==> src/rtl/ysyx_25060170_mdu_pkg.sv <==
// ysyx_25060170_mdu_pkg: shared types and opcode decode helpers for the
// iterative multiply/divide unit.
package ysyx_25060170_mdu_pkg;

    typedef enum logic [2:0] {
        OP_MUL    = 3'd0,
        OP_MULH   = 3'd1,
        OP_MULHSU = 3'd2,
        OP_MULHU  = 3'd3,
        OP_DIV    = 3'd4,
        OP_DIVU   = 3'd5,
        OP_REM    = 3'd6,
        OP_REMU   = 3'd7
    } mdu_op_t;

    typedef enum logic [1:0] {
        ST_IDLE = 2'd0,
        ST_CALC = 2'd1,
        ST_FIX  = 2'd2,
        ST_DONE = 2'd3
    } mdu_state_t;

    // First operand is treated as two's complement.
    function automatic logic is_signed_a(mdu_op_t op);
        return (op == OP_MULH) || (op == OP_MULHSU) || (op == OP_DIV) || (op == OP_REM);
    endfunction

    // Second operand is treated as two's complement.
    function automatic logic is_signed_b(mdu_op_t op);
        return (op == OP_MULH) || (op == OP_DIV) || (op == OP_REM);
    endfunction

    // Any operation that runs through the divider (quotient or remainder).
    function automatic logic is_div(mdu_op_t op);
        return op[2];
    endfunction

    // Divider operations that return the remainder.
    function automatic logic is_rem(mdu_op_t op);
        return (op == OP_REM) || (op == OP_REMU);
    endfunction

endpackage

==> src/rtl/ysyx_25060170_mdu_if.sv <==
// ysyx_25060170_mdu_if: request/response bundle between the execute stage
// and the multiply/divide unit.
interface ysyx_25060170_mdu_if #(
    parameter int WIDTH = 32
);
    logic             in_valid;
    logic             in_ready;
    logic [2:0]       opcode;
    logic [WIDTH-1:0] sr1;
    logic [WIDTH-1:0] sr2;
    logic             out_valid;
    logic             out_ready;
    logic [WIDTH-1:0] res;
    logic             zero;
    logic             less;
    logic             busy;

    modport master (
        output in_valid, opcode, sr1, sr2, out_ready,
        input  in_ready, out_valid, res, zero, less, busy
    );

    modport slave (
        input  in_valid, opcode, sr1, sr2, out_ready,
        output in_ready, out_valid, res, zero, less, busy
    );
endinterface

==> src/rtl/ysyx_25060170_mdu_step.sv <==
// ysyx_25060170_mdu_step: one radix-2 iteration, purely combinational.
// Multiply: acc = {partial_high, remaining_multiplier}, opnd = multiplicand.
// Divide:   acc = {partial_remainder, remaining_dividend/quotient}, opnd = divisor.
module ysyx_25060170_mdu_step #(
    parameter int WIDTH = 32
) (
    input  logic               is_div,
    input  logic [2*WIDTH-1:0] acc,
    input  logic [WIDTH-1:0]   opnd,
    output logic [2*WIDTH-1:0] acc_next
);
    logic [WIDTH:0]     sum;
    logic [2*WIDTH-1:0] shl;
    logic [WIDTH:0]     diff;

    // Shift-add for multiply, restoring shift-subtract for divide.
    always_comb begin
        sum      = {1'b0, acc[2*WIDTH-1:WIDTH]} + {1'b0, opnd};
        shl      = {acc[2*WIDTH-2:0], 1'b0};
        // The bit shifted out of the top keeps the partial remainder exact.
        diff     = {acc[2*WIDTH-1], shl[2*WIDTH-1:WIDTH]} - {1'b0, opnd};
        acc_next = shl;
        if (is_div) begin
            if (!diff[WIDTH]) begin
                acc_next = {diff[WIDTH-1:0], shl[WIDTH-1:1], 1'b1};
            end
        end else if (acc[0]) begin
            acc_next = {sum, acc[WIDTH-1:1]};
        end else begin
            acc_next = {1'b0, acc[2*WIDTH-1:1]};
        end
    end
endmodule

==> src/rtl/ysyx_25060170_mdu.sv <==
// ysyx_25060170_mdu: iterative RV32M multiply/divide unit.
// Operands are reduced to magnitudes on accept, iterated for WIDTH cycles,
// then sign-corrected in a single FIX cycle.
// Optional macro YSYX_25060170_MDU_FLUSH_EN adds a 'flush' port that aborts
// any in-flight operation.
module ysyx_25060170_mdu
    import ysyx_25060170_mdu_pkg::*;
#(
    parameter int WIDTH = 32,
    parameter int CNT_W = $clog2(WIDTH) + 1
) (
    input  logic clk,
    input  logic rst_n,
`ifdef YSYX_25060170_MDU_FLUSH_EN
    input  logic flush,
`endif
    ysyx_25060170_mdu_if.slave bus
);
    mdu_state_t         state_q, state_d;
    mdu_op_t            op_q, op_d, op_in;
    logic [2*WIDTH-1:0] acc_q, acc_d, step_acc, prod;
    logic [WIDTH-1:0]   opnd_q, opnd_d, res_q, res_d, fix_res;
    logic [WIDTH-1:0]   a_mag, b_mag, quo, rem;
    logic [CNT_W-1:0]   cnt_q, cnt_d;
    logic               neg_quo_q, neg_quo_d, neg_rem_q, neg_rem_d;
    logic               a_neg, b_neg, div_zero, div_ovf, flush_w;

`ifdef YSYX_25060170_MDU_FLUSH_EN
    assign flush_w = flush;
`else
    assign flush_w = 1'b0;
`endif

    ysyx_25060170_mdu_step #(.WIDTH(WIDTH)) u_step (
        .is_div   (is_div(op_q)),
        .acc      (acc_q),
        .opnd     (opnd_q),
        .acc_next (step_acc)
    );

    // Sign correction and half selection applied in FIX.
    always_comb begin
        prod = neg_quo_q ? -acc_q : acc_q;
        quo  = acc_q[WIDTH-1:0];
        rem  = acc_q[2*WIDTH-1:WIDTH];
        case (op_q)
            OP_MUL:               fix_res = prod[WIDTH-1:0];
            OP_DIV, OP_DIVU:      fix_res = neg_quo_q ? -quo : quo;
            OP_REM, OP_REMU:      fix_res = neg_rem_q ? -rem : rem;
            default:              fix_res = prod[2*WIDTH-1:WIDTH];
        endcase
    end

    // Next-state logic: accept/fast path, iteration, fix-up and hand-off.
    always_comb begin
        state_d   = state_q;
        op_d      = op_q;
        acc_d     = acc_q;
        opnd_d    = opnd_q;
        cnt_d     = cnt_q;
        res_d     = res_q;
        neg_quo_d = neg_quo_q;
        neg_rem_d = neg_rem_q;

        op_in    = mdu_op_t'(bus.opcode);
        a_neg    = is_signed_a(op_in) & bus.sr1[WIDTH-1];
        b_neg    = is_signed_b(op_in) & bus.sr2[WIDTH-1];
        a_mag    = a_neg ? -bus.sr1 : bus.sr1;
        b_mag    = b_neg ? -bus.sr2 : bus.sr2;
        div_zero = (bus.sr2 == '0);
        div_ovf  = ((op_in == OP_DIV) || (op_in == OP_REM)) &&
                   (bus.sr1 == {1'b1, {(WIDTH-1){1'b0}}}) && (bus.sr2 == '1);

        case (state_q)
            ST_IDLE: begin
                if (bus.in_valid && !flush_w) begin
                    op_d = op_in;
                    if (is_div(op_in) && div_zero) begin
                        res_d   = is_rem(op_in) ? bus.sr1 : '1;
                        state_d = ST_DONE;
                    end else if (div_ovf) begin
                        res_d   = is_rem(op_in) ? '0 : bus.sr1;
                        state_d = ST_DONE;
                    end else begin
                        neg_quo_d = a_neg ^ b_neg;
                        neg_rem_d = a_neg;
                        cnt_d     = CNT_W'(WIDTH);
                        if (is_div(op_in)) begin
                            acc_d  = {{WIDTH{1'b0}}, a_mag};
                            opnd_d = b_mag;
                        end else begin
                            acc_d  = {{WIDTH{1'b0}}, b_mag};
                            opnd_d = a_mag;
                        end
                        state_d = ST_CALC;
                    end
                end
            end
            ST_CALC: begin
                if (flush_w) begin
                    state_d = ST_IDLE;
                end else begin
                    acc_d = step_acc;
                    cnt_d = cnt_q - CNT_W'(1);
                    if (cnt_q == CNT_W'(1)) begin
                        state_d = ST_FIX;
                    end
                end
            end
            ST_FIX: begin
                if (flush_w) begin
                    state_d = ST_IDLE;
                end else begin
                    res_d   = fix_res;
                    state_d = ST_DONE;
                end
            end
            default: begin
                if (flush_w || bus.out_ready) begin
                    state_d = ST_IDLE;
                end
            end
        endcase
    end

    // State and datapath registers with synchronous active-low reset.
    always_ff @(posedge clk) begin
        if (!rst_n) begin
            state_q   <= ST_IDLE;
            op_q      <= OP_MUL;
            acc_q     <= '0;
            opnd_q    <= '0;
            cnt_q     <= '0;
            res_q     <= '0;
            neg_quo_q <= 1'b0;
            neg_rem_q <= 1'b0;
        end else begin
            state_q   <= state_d;
            op_q      <= op_d;
            acc_q     <= acc_d;
            opnd_q    <= opnd_d;
            cnt_q     <= cnt_d;
            res_q     <= res_d;
            neg_quo_q <= neg_quo_d;
            neg_rem_q <= neg_rem_d;
        end
    end

    assign bus.in_ready  = (state_q == ST_IDLE);
    assign bus.out_valid = (state_q == ST_DONE);
    assign bus.busy      = (state_q == ST_CALC) || (state_q == ST_FIX);
    assign bus.res       = res_q;
    assign bus.zero      = (res_q == '0);
    assign bus.less      = res_q[WIDTH-1];
endmodule

==> src/flat_wrapper.sv <==
// flat-port wrapper written by rule: the top's interface ports become plain ports
module ysyx_25060170_mdu_flat import ysyx_25060170_mdu_pkg::*;
#(
    parameter int WIDTH = 32,
    parameter int CNT_W = $clog2(WIDTH) + 1
)
  (clk, rst_n, bus_in_valid, bus_opcode, bus_sr1, bus_sr2, bus_out_ready, bus_in_ready, bus_out_valid, bus_res, bus_zero, bus_less, bus_busy);
  ysyx_25060170_mdu_if #(.WIDTH(WIDTH)) bus_i ();
  input  logic clk;
  input  logic rst_n;
  input wire logic [$bits(bus_i.in_valid)-1:0] bus_in_valid;
  input wire logic [$bits(bus_i.opcode)-1:0] bus_opcode;
  input wire logic [$bits(bus_i.sr1)-1:0] bus_sr1;
  input wire logic [$bits(bus_i.sr2)-1:0] bus_sr2;
  input wire logic [$bits(bus_i.out_ready)-1:0] bus_out_ready;
  output wire logic [$bits(bus_i.in_ready)-1:0] bus_in_ready;
  output wire logic [$bits(bus_i.out_valid)-1:0] bus_out_valid;
  output wire logic [$bits(bus_i.res)-1:0] bus_res;
  output wire logic [$bits(bus_i.zero)-1:0] bus_zero;
  output wire logic [$bits(bus_i.less)-1:0] bus_less;
  output wire logic [$bits(bus_i.busy)-1:0] bus_busy;
  assign bus_i.in_valid = bus_in_valid;
  assign bus_i.opcode = bus_opcode;
  assign bus_i.sr1 = bus_sr1;
  assign bus_i.sr2 = bus_sr2;
  assign bus_i.out_ready = bus_out_ready;
  assign bus_in_ready = bus_i.in_ready;
  assign bus_out_valid = bus_i.out_valid;
  assign bus_res = bus_i.res;
  assign bus_zero = bus_i.zero;
  assign bus_less = bus_i.less;
  assign bus_busy = bus_i.busy;
  ysyx_25060170_mdu #(.WIDTH(WIDTH), .CNT_W(CNT_W)) u_core (.clk(clk), .rst_n(rst_n), .bus(bus_i));
endmodule
==> config.mk <==
export PLATFORM = sky130hd
export DESIGN_NAME = ysyx_25060170_mdu_flat
export DESIGN_NICKNAME = d
export VERILOG_FILES = /design/src/rtl/ysyx_25060170_mdu_pkg.sv /design/src/rtl/ysyx_25060170_mdu_if.sv /design/src/rtl/ysyx_25060170_mdu_step.sv /design/src/rtl/ysyx_25060170_mdu.sv /design/src/flat_wrapper.sv
export SDC_FILE = /design/constraint.sdc
export NUM_CORES = 1
export LEC_CHECK = 0
export ABC_AREA = 1
export CELL_PAD_IN_SITES_DETAIL_PLACEMENT = 0
export CELL_PAD_IN_SITES_GLOBAL_PLACEMENT = 1
export CORE_ASPECT_RATIO = 0.8
export CORE_MARGIN = 4
export CORE_UTILIZATION = 45
export CTS_CLUSTER_SIZE = 30
export DETAILED_ROUTE_END_ITERATION = 8
export PLACE_DENSITY_LB_ADDON = 0.1
export SYNTH_ARGS = -nofsm -noshare
export SYNTH_HDL_FRONTEND = slang
export SYNTH_SLANG_ARGS = --single-unit
export TNS_END_PERCENT = 50
==> constraint.sdc <==
create_clock -name clk -period 5.5 [get_ports clk]
set_input_delay 1.375 -clock clk [delete_from_list [all_inputs] [get_ports clk]]
set_output_delay 1.375 -clock clk [all_outputs]
set_load 0.02 [all_outputs]
## Word level (Yosys, flattened, before mapping)

Index checks and enable logic that the tools add are counted.

| word-level totals | value |
|---|---|
| flip-flop bits (word level) | 141 |
| bits in latches | 0 |
| RAM bits | 0 |
| memory bits (read-only) | 0 |
| input port bits | 71 |
| output and inout bits | 37 |
| word-level logic and storage cells | 97 |
| memories kept | 0 |

| operators by class | value |
|---|---|
| $add $sub $neg | 8 |
| multipliers | 0 |
| div/mod/pow operators | 0 |
| order comparisons | 0 |
| equality and inequality tests | 20 |
| shift-type cells | 0 |
| mux-type cells | 31 |
| bitwise gates (word level) | 5 |
| reductions and logical operators | 25 |

Operators by type and width:

| operator | count |
|---|---|
| $mux 64 | 7 |
| $mux 32 | 11 |
| $neg 32->32 | 4 |
| $pmux 64 s2 | 1 |
| $pmux 32 s3 | 1 |
| $eq 32x32->1 const B | 2 |
| $logic_not 32->1 | 2 |
| $neg 64->64 | 1 |
| $pmux 32 s2 | 1 |
| $add 32x32->33 | 1 |
| $sub 33x32->33 | 1 |
| $eq 3x3->1 const B | 7 |
| $mux 6 | 3 |
| $pmux 6 s2 | 1 |
| $mux 2 | 5 |
| $logic_or 1x1->1 | 8 |
| $reduce_and 4->1 | 2 |
| $eq 6x1->1 const B | 1 |
| $ne 2x2->1 const B | 3 |
| $pmux 2 s3 | 1 |
| $reduce_and 3->1 | 2 |
| $sub 6x1->6 const B | 1 |
| $eq 2x2->1 const B | 2 |
| $reduce_bool 2->1 | 2 |
| other kinds (14) | 19 |

## Longest topological paths before layout

| depth | value |
|---|---|
| depth in word-level cells | 11 |
| depth in mapped cells | 19 |
| depth with buffers taken out | 19 |

## By module

Synthesis repeated with hierarchy kept, for this count alone.

| unflattened totals | value |
|---|---|
| cells, all modules | 3,498 |
| area total of the unflattened synthesis | 18,343.8 µm² |

Modules (own cells, without submodules):

| module | instances | cells each | area each (µm²) | sequential area each (µm²) |
|---|---|---|---|---|
| ysyx_25060170_mdu | 1 | 2,217 | 12,309.3 | 2,822.7 |
| ysyx_25060170_mdu_step | 1 | 1,281 | 6,034.5 | 0.0 |

## Worst setup path before layout

Ideal clock, no wire load.

| path | value |
|---|---|
| path kind | input -> register |
| from | input bus_sr2[0] |
| to | register u_core.res_q[5], in the netlist u_core.bus.res[5] |
| library setup time | 0.117 ns |
| data arrival time | 2.913 ns |
| required time | 5.383 ns |
| path slack | 2.470 ns |
| stages | 13 |
| path buffers | 2 |
| cells stage by stage | inv_1 -> ha_1 -> nand2_1 -> nor2_4 -> nand3b_4 -> nor2_2 -> nand4_2 -> buf_6 -> nand3_2 -> nand2_4 -> buf_2 -> nor3_1 -> nor2_1 |

| on the way | value |
|---|---|
| word-level cells in the longest chain between the ends | 5 |
| elaborated cells on any way between the ends | 9 |
| those cells by class | 2 x eq/ne; 3 x mux; 4 x reduce/logical |

Ends and longest elaborated chain:

| what | RTL line | text |
|---|---|---|
| start: declaration | flat_wrapper.sv:14 | `input wire logic [$bits(bus_i.sr2)-1:0] bus_sr2;` |
| $logic_not 32->1 | ysyx_25060170_mdu.sv:70 | `div_zero = (bus.sr2 == '0);` |
| $logic_and 1x1->1 | ysyx_25060170_mdu.sv:78 | `if (is_div(op_in) && div_zero) begin` |
| $mux 32 | ysyx_25060170_mdu.sv:78 |  |
| $mux 32 | ysyx_25060170_mdu.sv:76 | `if (bus.in_valid && !flush_w) begin` |
| $pmux 32 s2 | ysyx_25060170_mdu.sv:74 | `case (state_q)` |
| end signal: assignment | ysyx_25060170_mdu.sv:143 | `res_q <= res_d;` |
| end: declaration | ysyx_25060170_mdu.sv:22 | `logic [WIDTH-1:0] opnd_q, opnd_d, res_q, res_d, fix_res;` |

Parallel ways exist; a longest one is shown, timed or not. The select of a mux whose other input is x is not followed.
A chain may end at the register's enable or synchronous reset.

## Final worst setup path

| path | value |
|---|---|
| from | input bus_sr1[29] |
| to | register u_core.res_q[18], in the netlist u_core.bus.res[18] |

| on the way | value |
|---|---|
| word-level cells in the longest chain between the ends | 5 |

Ends and longest elaborated chain:

| what | RTL line | text |
|---|---|---|
| start: declaration | flat_wrapper.sv:13 | `input wire logic [$bits(bus_i.sr1)-1:0] bus_sr1;` |
| $eq 32x32->1 | ysyx_25060170_mdu.sv:72 | `(bus.sr1 == {1'b1, {(WIDTH-1){1'b0}}}) && (bus.sr2 == '1);` |
| $logic_and 1x1->1 | ysyx_25060170_mdu.sv:71 | `div_ovf = ((op_in == OP_DIV) \|\| (op_in == OP_REM)) &&` |
| $logic_and 1x1->1 | ysyx_25060170_mdu.sv:72 |  |
| $ne 3x1->1 (no source line) | - |  |
| $reduce_and 3->1 (no source line) | - |  |

No other way between the ends.

==> impl_metrics.csv <==
group,metric,value,unit
outcome,outcome,"finished, final reports clean",
detailed_routing,avgRoutedWirePerCell,21.4,µm
sta,clock_skew,0.0183,ns
grt,global_route_wire_length_before_repair,128000,µm
pwr,power_leakage,10.1,nW
setup_path,worstSetupStartpointType,"primary input",
setup_path,source_of_the_worst_register_to_register_timing_path,"u_core.acc_q[31]",
detailed_routing,detail_route.first_pass.iterations,8,
setup_path,worst-endpoint-required,5.86,ns
setup_path,worstPathCellList,"clkdlybuf4s50_1, nor2_1, nand4_1, nor3_1, nand2_1, nor2_1, nand2_1, nand3_2, nand2_4, clkinv_2, o21ai_0, a21oi_1",
synth,asyncSetResetFlopFracSynth,0,
grt,gr-total-overflow,0,
setup_path,critical_path.max_fanout,34,
synth,yosys_warn_count,0,
cells_and_area,diodes,0,
grt,groute.usage.overall,0.373,
die,placeableCoreArea,0.0408,mm²
sta,fin_hold_ws,0.495,ns
die,chipWidth,235,µm
setup_path,arrival,4.38,ns
placement,post-place-cells,4057,
die,top_level_ports,108,
synth,yosys.cell_types.count,50,
sta,tightestPinTransition,1.01,ns
cts,cts_buffers,17,
cts,tritoncts,"built",
cells_and_area,layout_overhead_on_the_synthesized_area,10.6,%
setup_path,timing.critical_path.slowest_stage_cell,"sky130_fd_sc_hd__clkdlybuf4s50_1",
synth,average_cell_area_after_synthesis,5.30,µm²
pwr,power.net_switching,5.74,mW
synth,mapped_cell_area,0.0186,mm²
detailed_routing,final_antenna_net_count,0,
die,design.die.area,0.0447,mm²
setup_path,timing_worst_setup_path_type,"in2reg",
setup_path,number_of_cells_on_the_worst_reg_to_reg_path,19,
die,num_rows,66,
placement,dp_hpwl,70100,µm
detailed_routing,route.vias.total,23700,
synth,yosys_register_bits,141,
setup_path,end_kind,"flip-flop",
sta,max_freq,0.249,GHz
detailed_routing,vias_per_cell,5.79,
sta,finalSetupViolations,0,
placement,place_congestion,1.07,
detailed_routing,detailedRoute.firstIterationViolations,3449,
cts,htree_levels,4,
die,initial_utilization,0.456,
pwr,clock_power_share,0.132,
cts,post_cts_hold_buffer_count,0,
setup_path,r2r_setup_slack,1.87,ns
pwr,intPower,4.09,mW
pwr,power.share.combinational,0.682,
synth,synthCells,3516,
pwr,sw_frac_of_total,0.584,
die,vertical_die_dimension,190,µm
cts,clkSinkCount,141,
synth,synth_ff_type,"sky130_fd_sc_hd__dfxtp_1",
detailed_routing,drc_violations,0,
sta,layout_worst_path_cycle_share,0.730,
setup_path,cp-startpoint,"bus_sr1[29]",
detailed_routing,wirelength,87700,µm
placement,number_of_buffers_inserted_by_port_buffering,107,
cells_and_area,layout.nets,3680,
cts,post_cts_buffers,0,
sta,timing.slew.headroom,0.326,
setup_path,worstSetupEndpoint,"u_core.bus.res[18]",
cts,cts_resized,0,
hold_path,type_of_the_most_critical_hold_path,"reg2reg",
cells_and_area,final_layout_size_suffix_gt1_frac,0.0392,
run,cap_violations,0,
synth,sequential_element_share_of_the_synthesized_area,0.152,
cells_and_area,final-instance-count-excl-fill,4087,
sta,timing.final.max_slew_violations,0,
sta,grt_setup_unrepaired,"no",
setup_path,timing.critical_path.slowest_cell_delay,0.55,ns
grt,first_global_vias,20400,
sta,finalHoldViolations,0,
setup_path,r2r-end,"u_core.acc_q[62]",
synth,postSynthNetCount,3664,
cells_and_area,fillCellCount,4580,
pwr,worst_ir_drop_vdd,0.000262,V
sta,totalNegativeSetupSlack,0,ns
pwr,power.sequential.fraction,0.186,
cts,buffers_from_clock_root_to_sink_at_most,2,
cts,worst_skew_pair.late_latency,0.45,ns
synth,synth_enable_flop_cells,0,
cts,cts_root_buffer,"sky130_fd_sc_hd__clkbuf_16",
cts,cts.clk_slew.worst_paths,0.06,ns
grt,antenna_found_initial,1,
grt,grt_start_max_net_pins,97,
sta,period_minus_slack,4.02,ns
pwr,power-per-cell-area,477,mW/mm²
kinds of logic after synthesis:
kind of cell / count (synthesis) / synth area share
flops: 141 / 0.152
fa+ha+maj: 77 / 0.0526
buf+inv: 627 / 0.134
simple gates: 1957 / 0.442
compound gates: 618 / 0.175
xor+xnor: 96 / 0.0452
worst min-delay path by stage:
stage,to,start,slack (ns),depth (start not counted)
after floorplan,u_core.opnd_q[8],u_core.opnd_q[8],0.45,2
after global placement,u_core.bus.res[11],u_core.bus.res[11],0.48,2
after detailed placement,u_core.bus.res[11],u_core.bus.res[11],0.48,2
after CTS,u_core.bus.res[11],u_core.bus.res[11],0.49,2
after global routing,u_core.bus.res[11],u_core.bus.res[11],0.53,2
final,u_core.bus.res[11],u_core.bus.res[11],0.50,2
power groups by stage:
stage | Sequential, mW | Combinational (mW) | Clock [mW]
finish | 1.83 | 6.71 | 1.29
global placement | 1.80 | 6.35 | 0
global route | 1.84 | 7.24 | 1.34
floorplan | 1.72 | 4.31 | 0
CTS | 1.80 | 6.44 | 1.30
detailed placement | 1.81 | 6.40 | 0
through the flow:
stage / total power [mW] / utilization / worst slack (ns) / instance area, µm²
CTS: 9.53 / 0.505 / 1.61 / 20600
finish: 9.83 / 0.505 / 1.48 / 20600
floorplan: 6.03 / - / 2.47 / 18600
global route: 10.4 / 0.505 / 1.33 / 20600
detailed placement: 8.21 / 0.489 / 1.17 / 20000
global placement: 8.16 / 0.489 / 1.24 / 20000
layout by cell type, fill, tap and decap left out, drive strengths merged, types with 9 or more instances in the layout:
cell type,n
nand2,1098
inv,479
nor2,384
nand3,340
a21oi,305
o21ai,249
dfxtp,141
clkdlybuf4s50,105
xor2,75
ha,75
nand4,43
nor3,43
buf,40
a31oi,23
xnor2,21
clkbuf,18
o211ai,14
nand3b,12
or2,12
nor4,11
o21bai,10
and2,9
per-layer routing:
layer,up-vias,global-route usage,share of wire
met5,-,0,0.00015
met4,2,0.0928,0.026
met3,122,0.0974,0.14
met2,1446,0.511,0.38
met1,10800,0.573,0.45
li1,11300,-,-
sequential cells by signal, indices dropped and copies added (netlist names):
name / flops
u_core.state_q: 2
u_core.acc_q: 64
u_core.opnd_q: 32
u_core.neg_quo_q: 1
u_core.op_q: 3
u_core.bus.res: 32
u_core.cnt_q: 6
u_core.neg_rem_q: 1
area by class of cell:
type                       count  area (µm²)  share of cell area
multi-input combinational   2748       13300               0.646
sequential                   141        2830               0.137
inverter                     479        1800              0.0874
timing repair buffer         145        1350              0.0654
tap                          544         681              0.0331
clock buffer                  18         450              0.0219
clock inverter                12         185             0.00899
synthesized netlist by cell type (5+ instances only):
cell type	n	share of area
sky130_fd_sc_hd__o21ai_2	6	0.0028
sky130_fd_sc_hd__nand3_1	336	0.090
sky130_fd_sc_hd__buf_2	25	0.0067
sky130_fd_sc_hd__o22ai_1	5	0.0017
sky130_fd_sc_hd__a21oi_1	303	0.081
sky130_fd_sc_hd__ha_1	75	0.050
sky130_fd_sc_hd__clkbuf_1	91	0.018
sky130_fd_sc_hd__buf_1	13	0.0026
sky130_fd_sc_hd__inv_2	9	0.0018
sky130_fd_sc_hd__inv_1	467	0.094
sky130_fd_sc_hd__o31ai_1	5	0.0020
sky130_fd_sc_hd__nor3_1	42	0.011
sky130_fd_sc_hd__buf_6	11	0.0067
sky130_fd_sc_hd__buf_4	7	0.0028
sky130_fd_sc_hd__o21bai_1	10	0.0040
sky130_fd_sc_hd__nand4_1	42	0.014
sky130_fd_sc_hd__nor4_1	11	0.0037
sky130_fd_sc_hd__nand3b_1	11	0.0044
sky130_fd_sc_hd__o21ai_0	228	0.061
sky130_fd_sc_hd__and2_1	9	0.0030
sky130_fd_sc_hd__nand2_1	1085	0.22
sky130_fd_sc_hd__xnor2_1	21	0.0099
sky130_fd_sc_hd__o21ai_1	15	0.0040
sky130_fd_sc_hd__a31oi_1	23	0.0077
sky130_fd_sc_hd__nor2_2	14	0.0047
sky130_fd_sc_hd__or2_2	10	0.0034
sky130_fd_sc_hd__o211ai_1	14	0.0056
sky130_fd_sc_hd__nand2_2	11	0.0037
sky130_fd_sc_hd__xor2_1	75	0.035
sky130_fd_sc_hd__nor2_1	366	0.074
sky130_fd_sc_hd__dfxtp_1	141	0.15
critical path: cells and delay by family:
kind / cells / cell delay (ns)
simple gates: 8 / 1.66
buf+inv: 2 / 0.93
compound gates: 2 / 0.37
(Power assumes the default switching activity.)
